$ cat config.mk
export PLATFORM = sky130hd
export DESIGN_NAME = fetch_queue
export DESIGN_NICKNAME = d
export VERILOG_FILES = /design/src/rtl/fetch_queue.sv
export SDC_FILE = /design/constraint.sdc
export NUM_CORES = 1
export LEC_CHECK = 0
export CAP_MARGIN = 0
export CORE_UTILIZATION = 60
export DETAILED_ROUTE_END_ITERATION = 8
export DONT_BUFFER_PORTS = 1
export PLACE_DENSITY = 0.74
export SETUP_SLACK_MARGIN = 0.1
export SLEW_MARGIN = 20
export SYNTH_ARGS = -nofsm -noshare
export SYNTH_HDL_FRONTEND = slang
export SYNTH_SLANG_ARGS = --single-unit
$ cat constraint.sdc
create_clock -name CLOCK -period 4.5 [get_ports CLOCK]
set_clock_uncertainty 0.15 [all_clocks]
set_input_delay 0.45 -clock CLOCK [delete_from_list [all_inputs] [get_ports CLOCK]]
set_output_delay 0.45 -clock CLOCK [all_outputs]
set_load 0.005 [all_outputs]
$ cat src/rtl/fetch_queue.sv
// Decoupled instruction fetch: issues word requests, pairs in-order responses with PC+4, queues them for decode.
// Optional macro FETCH_QUEUE_BYPASS_EN forwards a response straight to decode when the queue is empty.
module fetch_queue #(
    parameter int unsigned DEPTH    = 4,
    parameter logic [31:0] RESET_PC = 32'h0000_0000
) (
    input  logic        CLOCK,
    input  logic        RESET,
    input  logic        REDIRECT,
    input  logic [31:0] REDIRECT_PC,
    output logic        IMEM_REQ,
    output logic [31:0] IMEM_ADDR,
    input  logic        IMEM_GNT,
    input  logic        IMEM_RVALID,
    input  logic [31:0] IMEM_RDATA,
    output logic        INST_VALID,
    output logic [31:0] INST_OUT,
    output logic [31:0] PCPLUS4_OUT,
    input  logic        INST_READY,
    output logic [3:0]  QUEUE_COUNT
);
    localparam int unsigned PW      = $clog2(DEPTH);
    localparam logic [3:0]  DEPTH_C = 4'(DEPTH);

    typedef logic [PW-1:0] ptr_t;

    logic [31:0] fetch_pc_q, fetch_pc_d;
    logic [3:0]  count_q, count_d;
    logic [3:0]  out_q, out_d;
    logic [3:0]  stale_q, stale_d;
    ptr_t        q_rd_q, q_rd_d, q_wr_q, q_wr_d;
    ptr_t        tag_rd_q, tag_rd_d, tag_wr_q, tag_wr_d;
    logic [31:0] q_inst_q [DEPTH];
    logic [31:0] q_inst_d [DEPTH];
    logic [31:0] q_pc4_q  [DEPTH];
    logic [31:0] q_pc4_d  [DEPTH];
    logic [31:0] tag_q    [DEPTH];
    logic [31:0] tag_d    [DEPTH];
    logic [31:0] hold_inst_q, hold_inst_d;
    logic [31:0] hold_pc4_q, hold_pc4_d;

    logic        grant, live_rsp, bypass, pop, push;
    logic [31:0] rsp_pc4;

    always_comb begin
        IMEM_REQ    = !RESET && !REDIRECT && ((count_q + out_q) < DEPTH_C);
        IMEM_ADDR   = fetch_pc_q;
        QUEUE_COUNT = count_q;
        grant       = IMEM_REQ && IMEM_GNT;
        rsp_pc4     = tag_q[tag_rd_q];
        // The oldest stale_q responses in flight belong to the pre-redirect stream.
        live_rsp    = IMEM_RVALID && (stale_q == '0) && !REDIRECT;
`ifdef FETCH_QUEUE_BYPASS_EN
        bypass      = live_rsp && (count_q == '0);
`else
        bypass      = 1'b0;
`endif
        INST_VALID  = (count_q != '0) || bypass;
        if (count_q != '0) begin
            INST_OUT    = q_inst_q[q_rd_q];
            PCPLUS4_OUT = q_pc4_q[q_rd_q];
        end else if (bypass) begin
            INST_OUT    = IMEM_RDATA;
            PCPLUS4_OUT = rsp_pc4;
        end else begin
            INST_OUT    = hold_inst_q;
            PCPLUS4_OUT = hold_pc4_q;
        end
        pop  = (count_q != '0) && INST_READY && !REDIRECT;
        push = live_rsp && !(bypass && INST_READY);
    end

    always_comb begin
        fetch_pc_d  = fetch_pc_q;
        count_d     = count_q;
        stale_d     = stale_q;
        q_rd_d      = q_rd_q;
        q_wr_d      = q_wr_q;
        tag_rd_d    = tag_rd_q;
        tag_wr_d    = tag_wr_q;
        q_inst_d    = q_inst_q;
        q_pc4_d     = q_pc4_q;
        tag_d       = tag_q;
        hold_inst_d = INST_OUT;
        hold_pc4_d  = PCPLUS4_OUT;
        out_d       = out_q + 4'(grant) - 4'(IMEM_RVALID);

        if (grant) begin
            tag_d[tag_wr_q] = fetch_pc_q + 32'd4;
            tag_wr_d        = tag_wr_q + ptr_t'(1);
            fetch_pc_d      = fetch_pc_q + 32'd4;
        end
        if (IMEM_RVALID) begin
            tag_rd_d = tag_rd_q + ptr_t'(1);
        end

        if (REDIRECT) begin
            // Everything still in flight after this cycle is from the old stream.
            fetch_pc_d = REDIRECT_PC & 32'hFFFF_FFFC;
            stale_d    = out_d;
            count_d    = '0;
            q_rd_d     = '0;
            q_wr_d     = '0;
        end else begin
            stale_d = stale_q - 4'(IMEM_RVALID && (stale_q != '0));
            if (push) begin
                q_inst_d[q_wr_q] = IMEM_RDATA;
                q_pc4_d[q_wr_q]  = rsp_pc4;
                q_wr_d           = q_wr_q + ptr_t'(1);
            end
            if (pop) begin
                q_rd_d = q_rd_q + ptr_t'(1);
            end
            count_d = count_q + 4'(push) - 4'(pop);
        end
    end

    always_ff @(posedge CLOCK) begin
        if (RESET) begin
            fetch_pc_q  <= RESET_PC;
            count_q     <= '0;
            out_q       <= '0;
            stale_q     <= '0;
            q_rd_q      <= '0;
            q_wr_q      <= '0;
            tag_rd_q    <= '0;
            tag_wr_q    <= '0;
            hold_inst_q <= '0;
            hold_pc4_q  <= '0;
        end else begin
            fetch_pc_q  <= fetch_pc_d;
            count_q     <= count_d;
            out_q       <= out_d;
            stale_q     <= stale_d;
            q_rd_q      <= q_rd_d;
            q_wr_q      <= q_wr_d;
            tag_rd_q    <= tag_rd_d;
            tag_wr_q    <= tag_wr_d;
            hold_inst_q <= hold_inst_d;
            hold_pc4_q  <= hold_pc4_d;
        end
    end

    always_ff @(posedge CLOCK) begin
        q_inst_q <= q_inst_d;
        q_pc4_q  <= q_pc4_d;
        tag_q    <= tag_d;
    end

endmodule

==> impl_metrics.csv, run 1 <==
group,metric,value,unit
synthesis,synth_top_family_by_area,"multiplexers",
timing,setup_viol,0,
synthesis,synth_cell_type_count,53,
synthesis,synth_flop_cell,"edfxtp_1",
placed_design,gp_congestion,0.832,
global_routing,grt.overflow.total,0,
power_and_ir_drop,power.switching,0.00221,W
synthesis,synthMuxAreaShare,14.6,%
power_and_ir_drop,peakVddDrop,0.292,mV
synthesis,synthSimpleGateAreaFrac,6.41,%
clock_network,clock-sinks,482,
clock_network,cts_setup_buffers,0,
timing,slew_violations,0,
floorplanning,die_area,0.0324,mm^2
final_layout,layout_common_cells,"368 x edfxtp_1, 110 x dfxtp_1, 92 x mux4_2",
status,status,"complete, but fails checks",
clock_network,ctsRootBufferMaster,"clkbuf_16",
power_and_ir_drop,powerDensity,459,mW/mm^2
hold_path,holdCritStartpoint,"REDIRECT",
global_routing,antenna_found_initial,1,
clock_network,clk_pin_slew,70,ps
synthesis,synth_area,0.0190,mm^2
placed_design,dp_hpwl,21.9,mm
power_and_ir_drop,switching_share,22.5,%
synthesis,yosysTopAreaCell,"edfxtp_1",
synthesis,yosysWarningCount,0,
floorplanning,initial_core_util,61.6,%
worst_setup_path,cp.required,4810,ps
power_and_ir_drop,power_frac_seq,52.2,%
run,drv_cap,0,
timing,fin_crit_sh,83.4,%
power_and_ir_drop,power.internal,0.00764,W
floorplanning,die_x,180,um
synthesis,post_synth.cell_area_avg,17.2,um^2
synthesis,synth-compound-area-share,3.01,%
hold_path,min_path_type,"in2reg",
worst_setup_path,reg2reg_slack,750,ps
timing,fmax,0.266,GHz
detailed_routing,vias,9799,
synthesis,synth_fa_ha_area_share,1.66,%
worst_setup_path,arrival,4060,ps
placed_design,pre_cts_ws,752,ps
status,violations,"design-rule violations",
detailed_routing,dr.pass1.iters,7,
worst_setup_path,crit_path_max_fanout,33,
timing,final_hold_viol_count,0,
synthesis,ys_top_cells_by_area,"edfxtp_1 58%, dfxtp_1 12%, mux4_2 11%",
global_routing,grt_pass1_wl,57.1,mm
detailed_routing,ant_nets,0,
worst_setup_path,start_kind,"register",
timing,fin_crit,3750,ps
timing,maxSlewHeadroom,34.9,%
detailed_routing,first_iter_violations,606,
power_and_ir_drop,p_clk_share,38.6,%
synthesis,synth_top_cell_area_share,58.2,%
floorplanning,rows,64,
synthesis,postSynthCellCount,1101,
floorplanning,core_region_area,0.0308,mm^2
worst_setup_path,endpoint_kind,"register",
worst_setup_path,reg2regPathDepth,12,
synthesis,ys_seq_area_share,70.2,%
final_layout,syn2layout_area_growth,13.2,%
global_routing,grt_pass1_vias,9972,
final_layout,drive_gt1_share,21.4,%
synthesis,synthXorXnorAreaFrac,2.11,%
clock_network,cts_max_path_buffers,3,
clock_network,clock_latency,550,ps
synthesis,synth_edf_count,368,
global_routing,grt_util_all_layers,22.8,%
timing,layout_setup_ws,748,ps
clock_network,cts_buffers,48,
worst_setup_path,r2r_end,"stale_q[1]$_SDFF_PP0_",
power_and_ir_drop,comb_power_share,9.2,%
global_routing,grt_max_degree,68,
hold_path,hold_end,"IMEM_ADDR[29]$_SDFFE_PP0P_",
floorplanning,fp.dieH,180,um
final_layout,layout.nets,1260,
detailed_routing,routed_wl,36.3,mm
worst_setup_path,critPathKind,"reg2reg",
hold_path,min_path_cells,3,
floorplanning,num_io_pins,172,
placed_design,portBuffers,0,
worst_setup_path,r2r-start,"QUEUE_COUNT[1]$_SDFF_PP0_",
final_layout,layout_commonest_cell,"edfxtp_1",
clock_network,htreeDepth,2,
synthesis,synth_seq_cells,482,
synthesis,synthArstFlopShare,0,%
timing,finalSetupTns,0,ps
detailed_routing,drcViolationCount,28,
detailed_routing,wl_per_cell,22.7,um
timing,worst_pin_slew,977,ps
clock_network,cts_tree,"yes",
timing,rsz0062_at_grt,"no",
power_and_ir_drop,leakagePower,7.24,nW
detailed_routing,vias_per_cell,6.12,
## worst max path at each step
stage	start	end	slack, ps
after CTS	QUEUE_COUNT[1]$_SDFF_PP0_	stale_q[1]$_SDFF_PP0_	740
after global placement	QUEUE_COUNT[1]$_SDFF_PP0_	stale_q[1]$_SDFF_PP0_	770
after floorplan	QUEUE_COUNT[1]$_SDFF_PP0_	stale_q[1]$_SDFF_PP0_	1270
after detailed placement	QUEUE_COUNT[1]$_SDFF_PP0_	stale_q[1]$_SDFF_PP0_	750
final	QUEUE_COUNT[1]$_SDFF_PP0_	stale_q[1]$_SDFF_PP0_	750
after global routing	QUEUE_COUNT[1]$_SDFF_PP0_	stale_q[1]$_SDFF_PP0_	530
## through the flow
step                      util, %  power, W  cells  instance area (um^2)  hold slack [ps]
after floorplan                 -   0.00586   1102                 19000              301
after global placement       62.9   0.00605   1456                 19400              314
after detailed placement     62.9   0.00609   1456                 19400              320
after CTS                    69.7   0.00993   1600                 21500             5.57
after global routing         69.7    0.0102   1600                 21500             15.0
final                        69.7   0.00986   1601                 21500             19.7
## flip-flops by register name, summed over array words and instances (netlist names)
signal       cells
q_rd_q           2
out_q            4
QUEUE_COUNT      4
tag_wr_q         2
hold_pc4_q      32
hold_inst_q     32
IMEM_ADDR       30
q_wr_q           2
q_inst_q       128
tag_rd_q         2
stale_q          4
tag_q          120
q_pc4_q        120
## critical path, stage by stage, from the launching register on
cell      delay, ps
dfxtp_1         490
ha_1            300
a31o_2          230
or4_4           570
nand2_4         320
inv_2           230
ha_1            330
inv_1            40
ha_1            180
inv_1            70
fa_1            420
and2_1          150
a211oi_1        180
## layer usage
metal  wire (um)  share of wire (%)  track usage (%)
met4         688                1.9             5.66
met5           0                  0                0
met1       15500                 43             31.8
met2       17400                 48             36.8
met3        2710                7.5             5.06
## area by class of cell
class	count	area, um^2
timing repair buffer	75	738
multi-input combinational	531	5290
clock buffer	67	1340
sequential	482	13300
tap	396	495
antenna	1	2.50
fill	1946	9340
clock inverter	21	168
inverter	28	105
## cells in the mapped netlist (2+ instances only)
master    number
a31oi_1        5
nand2_1       37
o21ai_0        5
mux4_2        92
clkbuf_1      35
a21o_1         2
or4_4          2
nor2b_1        2
nand4_1       15
a41oi_1        2
fa_1           2
buf_4          2
edfxtp_1     368
o22ai_1        2
o31a_1         5
mux2_2        62
a22oi_1       14
buf_2         12
a211oi_1       2
xor2_1        13
ha_1          22
o211ai_1      10
nor4_1         3
inv_1         27
nor3b_1        2
and3_1        15
dfxtp_1      114
nor2_1        35
nand3_1       17
and2_1        77
a21oi_1       28
o221ai_1       3
and4_1         6
xnor2_1       30
buf_1         10
nor3_1         5
buf_6          2
## power groups by stage
stage	sequential [W]	combinational, W	clock (W)
CTS	0.00514	0.000915	0.00387
global placement	0.00523	0.000830	0
detailed placement	0.00524	0.000851	0
finish	0.00514	0.000908	0.00381
floorplan	0.00518	0.000679	0
global route	0.00516	0.000993	0.00405
## logic make-up after synthesis
kind of cell | after synthesis
simple gates | 222
flops | 482
other cells | 1
compound gates | 85
mux | 154
fa+ha+maj | 24
xor+xnor | 44
buf+inv | 89
## timing repair
item | 4_1_cts | 5_1_grt
hold endpoints to repair | 168 | 0
hold buffers | 56 | 0
resized for setup | 0 | 0
No activity file was read; power rests on OpenSTA's default activity.
==> inputs of run 2 (changes only) <==
--- a/config.mk
+++ b/config.mk
@@ -6,10 +6,10 @@
 export NUM_CORES = 1
 export LEC_CHECK = 0
 export CAP_MARGIN = 0
-export CORE_UTILIZATION = 60
+export CORE_UTILIZATION = 57
 export DETAILED_ROUTE_END_ITERATION = 8
 export DONT_BUFFER_PORTS = 1
-export PLACE_DENSITY = 0.74
+export PLACE_DENSITY = 0.73
 export SETUP_SLACK_MARGIN = 0.1
 export SLEW_MARGIN = 20
 export SYNTH_ARGS = -nofsm -noshare
==> constraint.sdc (replaced) <==
create_clock -name CLOCK -period 3.4 [get_ports CLOCK]
set_clock_uncertainty 0.15 [all_clocks]
set_input_delay 0.34 -clock CLOCK [delete_from_list [all_inputs] [get_ports CLOCK]]
set_output_delay 0.34 -clock CLOCK [all_outputs]
set_load 0.005 [all_outputs]
==> impl_metrics.csv, run 2 (synthesis results as in run 1) <==
group,metric,value,unit
timing,fmax,0.319,GHz
power_and_ir_drop,comb_power_share,9.8,%
clock_network,ctsRootBufferMaster,"clkbuf_16",
worst_setup_path,reg2regPathDepth,12,
global_routing,grt_max_degree,68,
detailed_routing,first_iter_violations,687,
final_layout,layout_common_cells,"368 x edfxtp_1, 108 x dfxtp_1, 92 x mux4_2",
placed_design,dp_hpwl,22.9,mm
placed_design,gp_congestion,0.857,
clock_network,cts_max_path_buffers,3,
global_routing,grt_pass1_wl,58.9,mm
final_layout,top_register,"q_inst_q",
detailed_routing,dr.pass1.iters,5,
detailed_routing,wl_per_cell,22.8,um
worst_setup_path,worstSetupStartpoint,"out_q[1]$_SDFF_PP0_",
power_and_ir_drop,peakVddDrop,0.413,mV
hold_path,min_path_type,"in2reg",
final_layout,drive_gt1_share,22.7,%
timing,fin_crit_sh,92.3,%
worst_setup_path,r2r-start,"out_q[1]$_SDFF_PP0_",
floorplanning,rows,66,
power_and_ir_drop,switching_share,22.2,%
final_layout,n_antenna_cell,0,
timing,maxSlewHeadroom,32.2,%
timing,final_hold_viol_count,0,
timing,setup_viol,0,
global_routing,grt_util_all_layers,23.1,%
worst_setup_path,cp-endpoint,"stale_q[1]$_SDFF_PP0_",
timing,slew_violations,0,
floorplanning,fp.dieH,184,um
placed_design,portBuffers,0,
worst_setup_path,reg2reg_slack,260,ps
final_layout,reg_top3,"q_inst_q: 128 flops, q_pc4_q: 120 flops, tag_q: 120 flops",
floorplanning,die_x,184,um
status,status,"finished clean",
power_and_ir_drop,leakagePower,7.50,nW
detailed_routing,vias,10000,
global_routing,grt.overflow.total,0,
clock_network,cts_buffers,48,
timing,layout_setup_ws,262,ps
detailed_routing,ant_nets,0,
worst_setup_path,critPathKind,"reg2reg",
detailed_routing,vias_per_cell,5.95,
clock_network,htreeDepth,2,
worst_setup_path,start_kind,"register",
placed_design,pre_cts_ws,115,ps
worst_setup_path,crit_path_max_fanout,4,
worst_setup_path,r2r_end,"stale_q[1]$_SDFF_PP0_",
power_and_ir_drop,power.internal,0.0103,W
final_layout,layout.nets,1298,
clock_network,clk_pin_slew,60,ps
power_and_ir_drop,p_clk_share,38.7,%
run,drv_cap,0,
global_routing,antenna_found_initial,0,
floorplanning,core_region_area,0.0326,mm^2
clock_network,clock-sinks,482,
final_layout,layout_commonest_cell,"edfxtp_1",
floorplanning,die_area,0.0340,mm^2
power_and_ir_drop,power.switching,0.00293,W
clock_network,clock_latency,540,ps
worst_setup_path,endpoint_kind,"register",
timing,worst_pin_slew,1010,ps
global_routing,grt_pass1_vias,10300,
timing,rsz0062_at_grt,"no",
clock_network,cts_tree,"yes",
timing,fin_crit,3140,ps
worst_setup_path,cp.required,3710,ps
detailed_routing,drcViolationCount,0,
power_and_ir_drop,power_frac_seq,51.5,%
timing,finalSetupTns,0,ps
worst_setup_path,arrival,3450,ps
final_layout,syn2layout_area_growth,16.7,%
floorplanning,num_io_pins,172,
final_layout,largest_reg_flops,128,
detailed_routing,routed_wl,38.4,mm
floorplanning,initial_core_util,58.2,%
power_and_ir_drop,powerDensity,596,mW/mm^2
[run 2: cell types whose count changed in the layout (fill, tap and decap cells not counted), sizes merged]
cell | before | now
inv | 31 | 28
buf | 20 | 37
clkinv | 12 | 18
clkbuf | 67 | 68
diode | 1 | 0
dlygate4sd3 | 55 | 76
bufinv | 2 | 3
clkinvlp | 4 | 1
[run 2: worst min-delay path by stage]
| stage | slack (ps) | cells past startpoint | end | start |
|---|---|---|---|---|
| floorplan | 290 | 0 | q_inst_q[0]$_DFFE_PP_ | IMEM_RDATA[0] |
| global placement | 260 | 1 | tag_rd_q[0]$_SDFFE_PP0P_ | RESET |
| detailed placement | 260 | 1 | tag_rd_q[1]$_SDFFE_PP0P_ | RESET |
| CTS | 7 | 3 | IMEM_ADDR[20]$_SDFFE_PP0P_ | REDIRECT_PC[20] |
| global route | 30 | 3 | q_rd_q[0]$_SDFFE_PP0P_ | INST_READY |
| finish | 20 | 3 | q_rd_q[0]$_SDFFE_PP0P_ | INST_READY |
[run 2: worst max-delay path: stages, from the launching register on]
cell and delay, ps:
dfxtp_2 350, ha_1 290, a31o_2 230, or4_4 570, nand2_4 90, inv_2 40
ha_1 260, inv_1 40, ha_1 180, inv_1 80, fa_2 440, and2_1 160
a211oi_2 190
[run 2: power by group through the flow]
stage	Combinational [W]	Sequential, W	Clock, W
floorplan	0.000899	0.00686	0
global placement	0.00114	0.00690	0
detailed placement	0.00117	0.00692	0
CTS	0.00129	0.00680	0.00520
global route	0.00141	0.00682	0.00544
finish	0.00129	0.00680	0.00511
[run 2: timing repair]
action | CTS | global route
buffers inserted | 0 | 1
setup endpoints to repair | 1 | 2
hold buffers | 77 | 0
gates resized for setup | 0 | 5
pin swaps | 1 | 1
endpoints found under the hold margin | 174 | 0
[run 2: through the flow]
step | instance area (um^2) | utilization (%) | hold slack, ps | cells | total power (W)
floorplan | 19000 | - | 289 | 1102 | 0.00776
global placement | 19800 | 60.8 | 261 | 1518 | 0.00804
detailed placement | 19800 | 60.8 | 262 | 1518 | 0.00810
CTS | 22100 | 67.9 | 6.51 | 1685 | 0.0133
global route | 22200 | 67.9 | 31.5 | 1686 | 0.0137
finish | 22200 | 67.9 | 23.7 | 1686 | 0.0132
[run 2: layout make-up]
| class | instances | area (um^2) |
|---|---|---|
| inverter | 28 | 105 |
| multi-input combinational | 531 | 5300 |
| fill | 2137 | 10500 |
| clock inverter | 22 | 188 |
| clock buffer | 68 | 1360 |
| tap | 442 | 553 |
| timing repair buffer | 113 | 1310 |
| sequential | 482 | 13300 |
[run 2: routing by layer]
metal	vias to the layer above	routed length, um	GRT usage, %
met3	76	3010	4.68
met4	0	799	6.17
met5	-	0	0
li1	4469	-	-
met2	407	19000	39.3
met1	5084	15600	30.5
